<file path="src/rtl/additive_harmonic_engine.sv">
`default_nettype none
// ============================================================================
//  Module   : additive_harmonic_engine
//  Purpose  : Additive-synthesis core. On every sample tick it steps up to
//             NUM_HARMONICS phase accumulators, reads an external sine LUT
//             one harmonic per clock, and weights each harmonic by a geometric
//             amplitude decay. It sums the weighted harmonics and emits one
//             saturated, offset-binary sample. Harmonics at or above Nyquist
//             are skipped.
//  Revision : 1.0  initial release
// ============================================================================
module additive_harmonic_engine #(
    parameter int NUM_HARMONICS = 64,
    parameter int HARM_W        = 7,
    parameter int PHASE_W       = 32,
    parameter int LUT_ADDR_W    = 11,
    parameter int SAMPLE_W      = 16,
    parameter int ACC_W         = 32,
    parameter int OUT_SHIFT     = 2,
    parameter int LUT_LATENCY   = 2
) (
    input  logic                  clock,
    input  logic                  rstn,
    input  logic                  sample_tick,
    input  logic [PHASE_W-1:0]    freq_inc,
    input  logic [HARM_W-1:0]     num_harmonics,
    input  logic                  odd_only,
    input  logic [15:0]           decay,
    input  logic                  clear_overrun,
    output logic [LUT_ADDR_W-1:0] lut_addr,
    input  logic [SAMPLE_W-1:0]   lut_data,
    output logic [SAMPLE_W-1:0]   sample_out,
    output logic                  sample_valid,
    output logic                  busy,
    output logic                  overrun
);

    localparam int IDX_W   = (NUM_HARMONICS > 1) ? $clog2(NUM_HARMONICS) : 1;
    localparam int CNT_W   = HARM_W + 1;
    localparam int INC_W   = PHASE_W + HARM_W;
    localparam int DRAIN_W = $clog2(LUT_LATENCY + 2);
    localparam int PROD_W  = SAMPLE_W + 17;

    localparam logic [INC_W-1:0]        NYQUIST  = INC_W'(1) << (PHASE_W - 1);
    localparam logic [HARM_W-1:0]       HARM_MAX = HARM_W'(NUM_HARMONICS);
    localparam logic [DRAIN_W-1:0]      DRAIN_LD = DRAIN_W'(LUT_LATENCY + 1);
    localparam logic signed [ACC_W-1:0] SAT_MAX  = ACC_W'((2 ** (SAMPLE_W - 1)) - 1);
    localparam logic signed [ACC_W-1:0] SAT_MIN  = ~SAT_MAX;

    typedef enum logic [1:0] {
        S_IDLE  = 2'd0,
        S_RUN   = 2'd1,
        S_DRAIN = 2'd2,
        S_OUT   = 2'd3
    } state_t;

    state_t                   state;
    logic [PHASE_W-1:0]       phase [NUM_HARMONICS];
    logic [PHASE_W-1:0]       lat_freq;
    logic [HARM_W-1:0]        lat_count;
    logic                     lat_odd;
    logic [15:0]              lat_decay;
    logic [CNT_W-1:0]         harm_cnt;      // harmonic number minus one
    logic [INC_W-1:0]         inc_word;      // n * freq_inc, never wraps
    logic [15:0]              level;
    logic [DRAIN_W-1:0]       drain_cnt;

    logic                     tag_valid [0:LUT_LATENCY];
    logic [15:0]              tag_level [0:LUT_LATENCY];
    logic                     prod_valid;
    logic signed [ACC_W-1:0]  prod;
    logic signed [ACC_W-1:0]  acc;

    logic                     accept;
    logic                     can_issue;
    logic                     issue;
    logic [IDX_W-1:0]         wr_idx;
    logic [PHASE_W-1:0]       new_phase;
    logic [31:0]              next_level_full;
    logic [15:0]              weight;
    logic [HARM_W-1:0]        clamped_count;
    logic signed [PROD_W-1:0] data_ext;
    logic signed [PROD_W-1:0] weight_ext;
    logic signed [PROD_W-1:0] product;
    logic signed [ACC_W-1:0]  shifted;
    logic [SAMPLE_W-1:0]      saturated;

    // A tick is taken in IDLE and also in OUT, where the engine is about to go idle
    assign accept        = sample_tick && (state == S_IDLE || state == S_OUT);
    assign clamped_count = (num_harmonics > HARM_MAX) ? HARM_MAX : num_harmonics;
    // inc_word grows with n, so the first harmonic at Nyquist ends the run
    assign can_issue     = (harm_cnt < {1'b0, lat_count}) && (inc_word < NYQUIST);
    assign issue         = (state == S_RUN) && can_issue;
    assign wr_idx        = IDX_W'(harm_cnt);
    assign new_phase     = phase[wr_idx] + inc_word[PHASE_W-1:0];
    assign next_level_full = {16'd0, level} * {16'd0, lat_decay};
    // harm_cnt odd means harmonic number n is even
    assign weight        = (lat_odd && harm_cnt[0]) ? 16'd0 : level;

    assign data_ext   = {{17{lut_data[SAMPLE_W-1]}}, lut_data};
    assign weight_ext = {{(SAMPLE_W + 1){1'b0}}, tag_level[LUT_LATENCY]};
    assign product    = data_ext * weight_ext;
    assign shifted    = acc >>> OUT_SHIFT;

    // Clamp the scaled accumulator to the signed sample range
    always_comb begin
        saturated = SAMPLE_W'(shifted);
        if (shifted > SAT_MAX) begin
            saturated = SAMPLE_W'(SAT_MAX);
        end else if (shifted < SAT_MIN) begin
            saturated = SAMPLE_W'(SAT_MIN);
        end
    end

    // Control FSM: latches the request, issues one harmonic per clock, drains, outputs
    always_ff @(posedge clock) begin
        if (!rstn) begin
            state        <= S_IDLE;
            lat_freq     <= '0;
            lat_count    <= '0;
            lat_odd      <= 1'b0;
            lat_decay    <= '0;
            harm_cnt     <= '0;
            inc_word     <= '0;
            level        <= '0;
            drain_cnt    <= '0;
            lut_addr     <= '0;
            sample_out   <= {1'b1, {(SAMPLE_W - 1){1'b0}}};
            sample_valid <= 1'b0;
            busy         <= 1'b0;
            overrun      <= 1'b0;
            for (int i = 0; i < NUM_HARMONICS; i++) begin
                phase[i] <= '0;
            end
        end else begin
            sample_valid <= 1'b0;

            if (sample_tick && busy && !accept) begin
                overrun <= 1'b1;
            end else if (clear_overrun) begin
                overrun <= 1'b0;
            end

            case (state)
                S_IDLE: begin
                end
                S_RUN: begin
                    if (can_issue) begin
                        phase[wr_idx] <= new_phase;
                        lut_addr      <= new_phase[PHASE_W-1 -: LUT_ADDR_W];
                        harm_cnt      <= harm_cnt + 1'b1;
                        inc_word      <= inc_word + {{HARM_W{1'b0}}, lat_freq};
                        level         <= 16'(next_level_full >> 16);
                    end else begin
                        state     <= S_DRAIN;
                        drain_cnt <= DRAIN_LD;
                    end
                end
                S_DRAIN: begin
                    if (drain_cnt == '0) begin
                        state <= S_OUT;
                    end else begin
                        drain_cnt <= drain_cnt - 1'b1;
                    end
                end
                S_OUT: begin
                    sample_out   <= {~saturated[SAMPLE_W-1], saturated[SAMPLE_W-2:0]};
                    sample_valid <= 1'b1;
                    busy         <= 1'b0;
                    state        <= S_IDLE;
                end
                default: state <= S_IDLE;
            endcase

            if (accept) begin
                lat_freq  <= freq_inc;
                lat_count <= clamped_count;
                lat_odd   <= odd_only;
                lat_decay <= decay;
                harm_cnt  <= '0;
                inc_word  <= {{HARM_W{1'b0}}, freq_inc};
                level     <= 16'hFFFF;
                busy      <= 1'b1;
                state     <= S_RUN;
            end
        end
    end

    // Datapath: carry each harmonic's weight alongside its LUT read, then scale and sum
    always_ff @(posedge clock) begin
        if (!rstn) begin
            for (int i = 0; i <= LUT_LATENCY; i++) begin
                tag_valid[i] <= 1'b0;
                tag_level[i] <= '0;
            end
            prod_valid <= 1'b0;
            prod       <= '0;
            acc        <= '0;
        end else begin
            tag_valid[0] <= issue;
            tag_level[0] <= weight;
            for (int i = 1; i <= LUT_LATENCY; i++) begin
                tag_valid[i] <= tag_valid[i-1];
                tag_level[i] <= tag_level[i-1];
            end
            prod_valid <= tag_valid[LUT_LATENCY];
            prod       <= ACC_W'(product >>> 16);
            if (accept) begin
                acc <= '0;
            end else if (prod_valid) begin
                acc <= acc + prod;
            end
        end
    end

endmodule
`default_nettype wire

</file>
<file path="config.mk">
export PLATFORM = sky130hd
export DESIGN_NAME = additive_harmonic_engine
export DESIGN_NICKNAME = d
export VERILOG_FILES = /design/src/rtl/additive_harmonic_engine.sv
export SDC_FILE = /design/constraint.sdc
export NUM_CORES = 2
export LEC_CHECK = 0
export CAP_MARGIN = 20
export CORE_MARGIN = 2
export CORE_UTILIZATION = 36
export CTS_CLUSTER_SIZE = 24
export DETAILED_ROUTE_END_ITERATION = 7
export HOLD_SLACK_MARGIN = 0.12
export SLEW_MARGIN = 20
export SYNTH_ARGS = -nofsm -noshare
export SYNTH_HDL_FRONTEND = slang
export SYNTH_SLANG_ARGS = --single-unit
</file>
<file path="constraint.sdc">
create_clock -name clock -period 19.19 [get_ports clock]
set_clock_uncertainty 0.1 [all_clocks]
set_input_delay 2.8785 -clock clock [delete_from_list [all_inputs] [get_ports clock]]
set_output_delay 2.8785 -clock clock [all_outputs]
set_load 0.05 [all_outputs]
</file>
## After elaboration in Yosys (flattened, before gate mapping)

Memory sizes are Yosys's and may differ from the RTL's. A register that Yosys moved wholly into a read port is not among the register bits.
Cells that the tools add are included.

- Equal/unequal tests: 8
- $mul: 2
- Bitwise logic cells: 8
- Multiplexer cells: 39
- $lt $le $gt $ge: 5
- Reductions and logical operators: 25
- Add/subtract/negate cells: 5

Operator list:

| operator | count |
|---|---|
| 16-bit 2-to-1 mux | 9 |
| 32-bit 2-to-1 mux | 4 |
| 39-bit by 32-bit adder with 39-bit output | 1 |
| 39-bit by 32-bit less-than comparator with 1-bit output (second input constant) | 1 |
| 16-bit by 17-bit multiplier with 33-bit output | 1 |
| 32-bit by 17-bit adder with 32-bit output | 1 |
| 32-bit adder | 1 |
| 16-bit by 16-bit multiplier with 32-bit output | 1 |
| 32-bit OR reduction | 1 |
| 30-bit by 16-bit greater-than comparator with 1-bit output (second input constant) | 1 |
| 30-bit by 16-bit less-than comparator with 1-bit output (second input constant) | 1 |
| 6-bit 2-to-1 mux | 3 |
| 1-bit 2-to-1 mux | 16 |
| 2-bit nonzero test | 5 |
| 3-bit AND reduction | 3 |
| 8-bit by 1-bit adder with 8-bit output (second input constant) | 1 |
| 8-bit by 7-bit less-than comparator with 1-bit output | 1 |
| 2-bit 2-to-1 mux | 4 |
| 7-bit greater-than comparator (second input constant) | 1 |
| 7-bit 2-to-1 mux | 1 |
| 1-bit logical AND | 6 |
| 2-bit inequality test (second input constant) | 3 |
| 3-bit inequality test (second input constant) | 2 |
| 1-bit OR | 6 |
| other kinds (13) | 18 |

- Output and inout bits: 30
- Register bits after elaboration: 202
- RAM bits: 2099
- Input port bits: 76
- Memories kept: 3
- Word-level logic and storage cells: 113

Memories:

| name | depth | bits a word | rd ports | clocked after memory_dff | write ports | line | text |
|---|---|---|---|---|---|---|---|
| phase | 64 | 32 | 1 | 1 | 64 | 58 | `logic [PHASE_W-1:0] phase [NUM_HARMONICS];` |
| tag_level | 3 | 16 | 3 | 0 | 3 | 69 | `logic [15:0] tag_level [0:LUT_LATENCY];` |
| tag_valid | 3 | 1 | 3 | 1 | 3 | 68 | `logic tag_valid [0:LUT_LATENCY];` |

## Logic depth before layout (Yosys ltp)

- Depth after elaboration: 8
- Depth in mapped cells: 24
- Depth with buffers taken out: 23

## Worst setup path before layout

OpenSTA, ideal clock, no wires.

- Kind: input to register
- Start point: in lut_data[7]
- End point: reg prod[15]
- Slack: 10.367 ns
- Buffers on the path: 1
- Cell stages on the path: 23
- Required time: 19.016 ns
- Library setup time: 0.074 ns
- Data arrival time: 8.649 ns
- Path through: clkbuf_1 -> nand2_1 -> fa_1 -> inv_1 -> fa_1 -> inv_1 -> fa_1 -> inv_1 -> fa_1 -> fa_1 -> inv_1 -> fa_1 -> inv_1 -> ha_1 -> and4_1 -> and3_1 -> a21oi_1 -> o2111ai_1 -> nand2_1 -> o21ai_0 -> a311oi_1 -> or4b_2 -> o21ai_0

- Cells in the longest elaborated chain, start to end: 1

RTL lines:

| item | line | text |
|---|---|---|
| from (decl) | 31 | `input logic [SAMPLE_W-1:0] lut_data,` |
| 16-bit by 17-bit multiplier with 33-bit output | 102 | `assign product = data_ext * weight_ext;` |
| to (signal assigned) | 207 | `prod <= ACC_W'(product >>> 16);` |
| to (decl) | 71 | `logic signed [ACC_W-1:0] prod;` |

No other way between the ends.
A chain may end at the register's enable or synchronous reset.

## Worst setup path after layout

- Start point: in lut_data[10]
- End point: reg prod[15]

Same word-level chain as after synthesis.

==> results.rst <==
.. list-table::
   :header-rows: 1

   * - Metric
     - Value
   * - Synth-to-Final Area Change
     - 11.8%
   * - Critical-path maximum fanout
     - 16
   * - Flip-flop and latch count after synthesis
     - between 2000 and 2500
   * - XOR/XNOR Fraction of Synth Area
     - 0.00698
   * - EDFF count, synth
     - 2048
   * - Routed wirelength normalized by instance count
     - between 20 and 30 microns
   * - Hold violation total from the final report
     - 0
   * - Cell with the most instances after synthesis
     - sky130_fd_sc_hd__nor2_1
   * - # H-tree levels
     - 4
   * - Actual transition at the worst max-transition pin
     - between 1 and 1.5 ns
   * - Yosys warnings
     - 0
   * - Fillcell total
     - slightly above 30000
   * - Relative max-transition margin
     - 0.232
   * - Die X-Extent
     - approximately 580 microns
   * - Clock root buffer
     - sky130_fd_sc_hd__clkbuf_16
   * - Power density over the cells
     - about 110 mW/mm^2
   * - Sink count of the clock tree
     - between 2000 and 2500
   * - Register clock-pin slew on the reported worst setup and hold paths
     - approximately 0.050 ns
   * - Post_cts resized
     - 0
   * - Leftover overflow at the end of global routing
     - 0
   * - Post-synthesis share of cell area spent on full adders, half adders and majority gates
     - 0.101
   * - GR Util met1
     - 0.283
   * - Worst path max stage delay
     - roughly 0.85 ns
   * - IO Pins
     - 106
   * - Startpoint kind of the worst setup timing path
     - input port
   * - Effective utilization at floorplan
     - 0.361
   * - Post-layout net count
     - around 10000
   * - Most common cell type on the critical path
     - sky130_fd_sc_hd__fa_1
   * - Leakage power figure
     - about 48 nW
   * - Place WS
     - 8.98 ns
   * - Max-slew violation count
     - 0
   * - Post-layout total power
     - roughly 0.015 W
   * - Final HPWL from detailed placement
     - 221000 microns
   * - Final cell count without fillers
     - ~13000
   * - DRT iter0 DRCs
     - between 8000 and 9000
   * - Peak VDD IR
     - between 0.1 and 0.15 mV
   * - Area of the die
     - approximately 0.33 sq mm
   * - Post-CTS Repair Setup Buffers
     - 0
   * - Remaining DRCs
     - 0
   * - Antenna-violating nets left
     - 0
   * - Smallest hold slack
     - 0.333 ns
   * - Main combinational cell family by area after synthesis
     - multiplexers
   * - Fraction of layout cells with a size suffix above 1
     - 0.154
   * - Netlist Area Pre-Place
     - roughly 0.12 sq mm
   * - Instance count of the mapped netlist
     - 9071
   * - Synthesized netlist net count
     - approximately 10000
   * - TritonCTS clock tree
     - yes
   * - CTS buffer count
     - 244
   * - Detailed-routing iteration count for the pre-antenna-repair pass
     - 8
   * - Std-Cell Core Area
     - approximately 0.33 sq mm
   * - Pin count of the biggest net entering global routing
     - 85
   * - Final total negative setup slack
     - 0 ns
   * - Worst setup slack after layout
     - a little under 10 ns
   * - Post-route clock period utilization
     - 0.491
   * - Critical-path cell list
     - clkdlybuf4s50_1 -> and2_1 -> fa_1 -> inv_1 -> fa_1 -> inv_1 -> fa_1 -> fa_1 -> fa_1 -> inv_1 -> fa_1 -> inv_1 -> ha_1 -> and4_1 -> and3_1 -> a21oi_1 -> o2111ai_1 -> nand2_1 -> o21ai_0 -> a311oi_1 -> or4b_2 -> o21ai_0
   * - CP arrival
     - around 10 ns
   * - Share of async-settable or async-resettable flops after synthesis
     - 0
   * - CTS Hold Bufs
     - 0
   * - Weighted congestion at the end of routability-driven global placement
     - 0.864
   * - Final WL
     - about 360000 microns
   * - Sequential fraction of the synthesis area
     - 0.566
   * - Critical path's slowest cell
     - sky130_fd_sc_hd__clkdlybuf4s50_1
   * - Classification of the worst setup path
     - in2reg
   * - Wire length of the first global-routing pass
     - about 520000 microns
   * - Clock latency reported for the late side of the worst-skew pair
     - between 0.9 and 1 ns
   * - Most area-hungry cell type in the Yosys netlist
     - sky130_fd_sc_hd__edfxtp_1
   * - Initial antenna violation count
     - 22
   * - Worst min-delay path category
     - reg2reg
   * - Post-DR vias/cell
     - 5.57
   * - Clock buffer depth
     - 4
   * - Critical path capture point type
     - flop
   * - Layer with the highest usage
     - met2
   * - Final critical path time including I/O delays and setup
     - 9.43 ns
   * - Commonest cells post-synth
     - sky130_fd_sc_hd__nor2_1 (2144), sky130_fd_sc_hd__edfxtp_1 (2048), sky130_fd_sc_hd__mux4_2 (661), sky130_fd_sc_hd__nand2_1 (637), sky130_fd_sc_hd__clkbuf_1 (604)
   * - Most used flip-flop cell after synthesis
     - sky130_fd_sc_hd__edfxtp_1
   * - Post-synth top area share
     - 0.522
   * - Syn avg cell area
     - between 10 and 15 sq um
   * - Compound-Gate Fraction of Synth Area
     - 0.0326
   * - Number of placement rows
     - 210
   * - Die outline height
     - a little under 600 microns
   * - Portion of netlist area occupied by mux cells
     - 0.130
   * - Met3 usage in global routing
     - 0.0403
   * - Setup repair after global routing missed its margin
     - no
   * - Via count of the first global-routing pass
     - ~77000
   * - Tot GR Track Use
     - 0.215
   * - Total placed cells including tap cells
     - between 10000 and 15000
   * - Count of endpoints failing setup in the final report
     - 0
   * - Global Route met2 Usage
     - 0.354
   * - Number of unique standard cell types used by synthesis
     - 79
   * - Simple-Gate Fraction of Synth Area
     - 0.123
   * - Result of the run
     - finished, final reports clean
   * - Total of buffers placed on input and output ports
     - about 110
   * - Via count
     - between 70000 and 80000
   * - Highest achievable clock rate
     - 106 MHz
   * - Required time worst endpoint
     - 19.81 ns
   * - Top cells by area in the synthesized netlist
     - sky130_fd_sc_hd__edfxtp_1 (52%), sky130_fd_sc_hd__mux4_2 (13%), sky130_fd_sc_hd__nor2_1 (6.8%), sky130_fd_sc_hd__fa_1 (6.6%), sky130_fd_sc_hd__dfxtp_1 (4.4%)
   * - Max-cap check violation count
     - 0
[report_power, final]
part / switching (W) / internal (W)
Combinational: 0.00283 / 0.00116
Sequential: 0.000242 / 0.00570
Clock: 0.00199 / 0.00270
Total: 0.00506 / 0.00956
[worst max-delay path: cells and delay by family]
family / cells / cell delay, ns
adder cells (fa/ha/maj): 7 / 3.26
buffers and inverters: 5 / 1.07
AND/OR/NAND/NOR: 5 / 1.54
AO/OA/AOI/OAI: 5 / 1.29
[cell type report]
class | instances | area [sq um] | share of cell area
Sequential cell | 2308 | 66700 | 0.507
Tap cell | 4346 | 5440 | 0.0413
Antenna cell | 7 | 17.5 | 0.000133
Inverter | 512 | 1920 | 0.0146
Timing Repair Buffer | 333 | 2840 | 0.0215
Multi-Input combinational cell | 5533 | 46900 | 0.356
Clock inverter | 132 | 1310 | 0.00998
Clock buffer | 312 | 6490 | 0.0493
[worst paths after layout]
kind	from	endpoint	slack, ns	cells after the start
worst min register to register	tag_level[0][17]	tag_level[0][33]	0.33	1
worst min-delay path	tag_level[0][17]	tag_level[0][33]	0.33	1
worst max-delay path	lut_data[10]	prod[15]	9.76	22
worst max register to register	flop	phase[61][31]	9.76	20
[registers in the layout (all words and copies together) (netlist names), 17 cells and up, named ones only]
register and flops:
tag_level 48, lat_freq 32, prod 17, acc 32
inc_word 39, phase 2048
[kinds of logic (layout without fill, tap and decap cells)]
group | Yosys count | count (layout)
AO/OA/AOI/OAI | 628 | 628
XOR/XNOR | 93 | 93
adder cells (fa/ha/maj) | 716 | 716
buffers and inverters | 1230 | 1289
flip-flops | 2308 | 2308
multiplexers | 694 | 694
other | 0 | 7
AND/OR/NAND/NOR | 3402 | 3402
[per-stage QoR]
stage	cell area, sq um	utilization
global placement	124000	0.379
global route	132000	0.403
finish	132000	0.404
CTS	132000	0.403
floorplan	118000	-
detailed placement	124000	0.379
[cells in the final DEF, fill, tap and decap left out, types with 34 or more instances in the layout]
| master | count |
|---|---|
| sky130_fd_sc_hd__inv_1 | 509 |
| sky130_fd_sc_hd__nor2_4 | 51 |
| sky130_fd_sc_hd__nor2_1 | 2143 |
| sky130_fd_sc_hd__clkinv_1 | 50 |
| sky130_fd_sc_hd__clkbuf_1 | 56 |
| sky130_fd_sc_hd__buf_4 | 222 |
| sky130_fd_sc_hd__xnor2_1 | 34 |
| sky130_fd_sc_hd__nand4_1 | 38 |
| sky130_fd_sc_hd__clkinv_2 | 41 |
| sky130_fd_sc_hd__dfxtp_1 | 254 |
| sky130_fd_sc_hd__a21o_1 | 55 |
| sky130_fd_sc_hd__nand3_1 | 58 |
| sky130_fd_sc_hd__clkdlybuf4s50_1 | 104 |
| sky130_fd_sc_hd__nand2_1 | 598 |
| sky130_fd_sc_hd__nand2_2 | 37 |
| sky130_fd_sc_hd__mux4_2 | 661 |
| sky130_fd_sc_hd__ha_1 | 327 |
| sky130_fd_sc_hd__edfxtp_1 | 2048 |
| sky130_fd_sc_hd__and2_1 | 298 |
| sky130_fd_sc_hd__o21ai_0 | 131 |
| sky130_fd_sc_hd__a21oi_1 | 247 |
| sky130_fd_sc_hd__fa_1 | 388 |
| sky130_fd_sc_hd__clkbuf_16 | 245 |
[routing by layer]
metal / vias to the layer above / wire [microns]
met4: 14 / 14900
met5: - / 99
met1: 39200 / 140000
met2: 3696 / 171000
met3: 641 / 33900
li1: 31600 / -
Power figures use the tool's default switching activity.
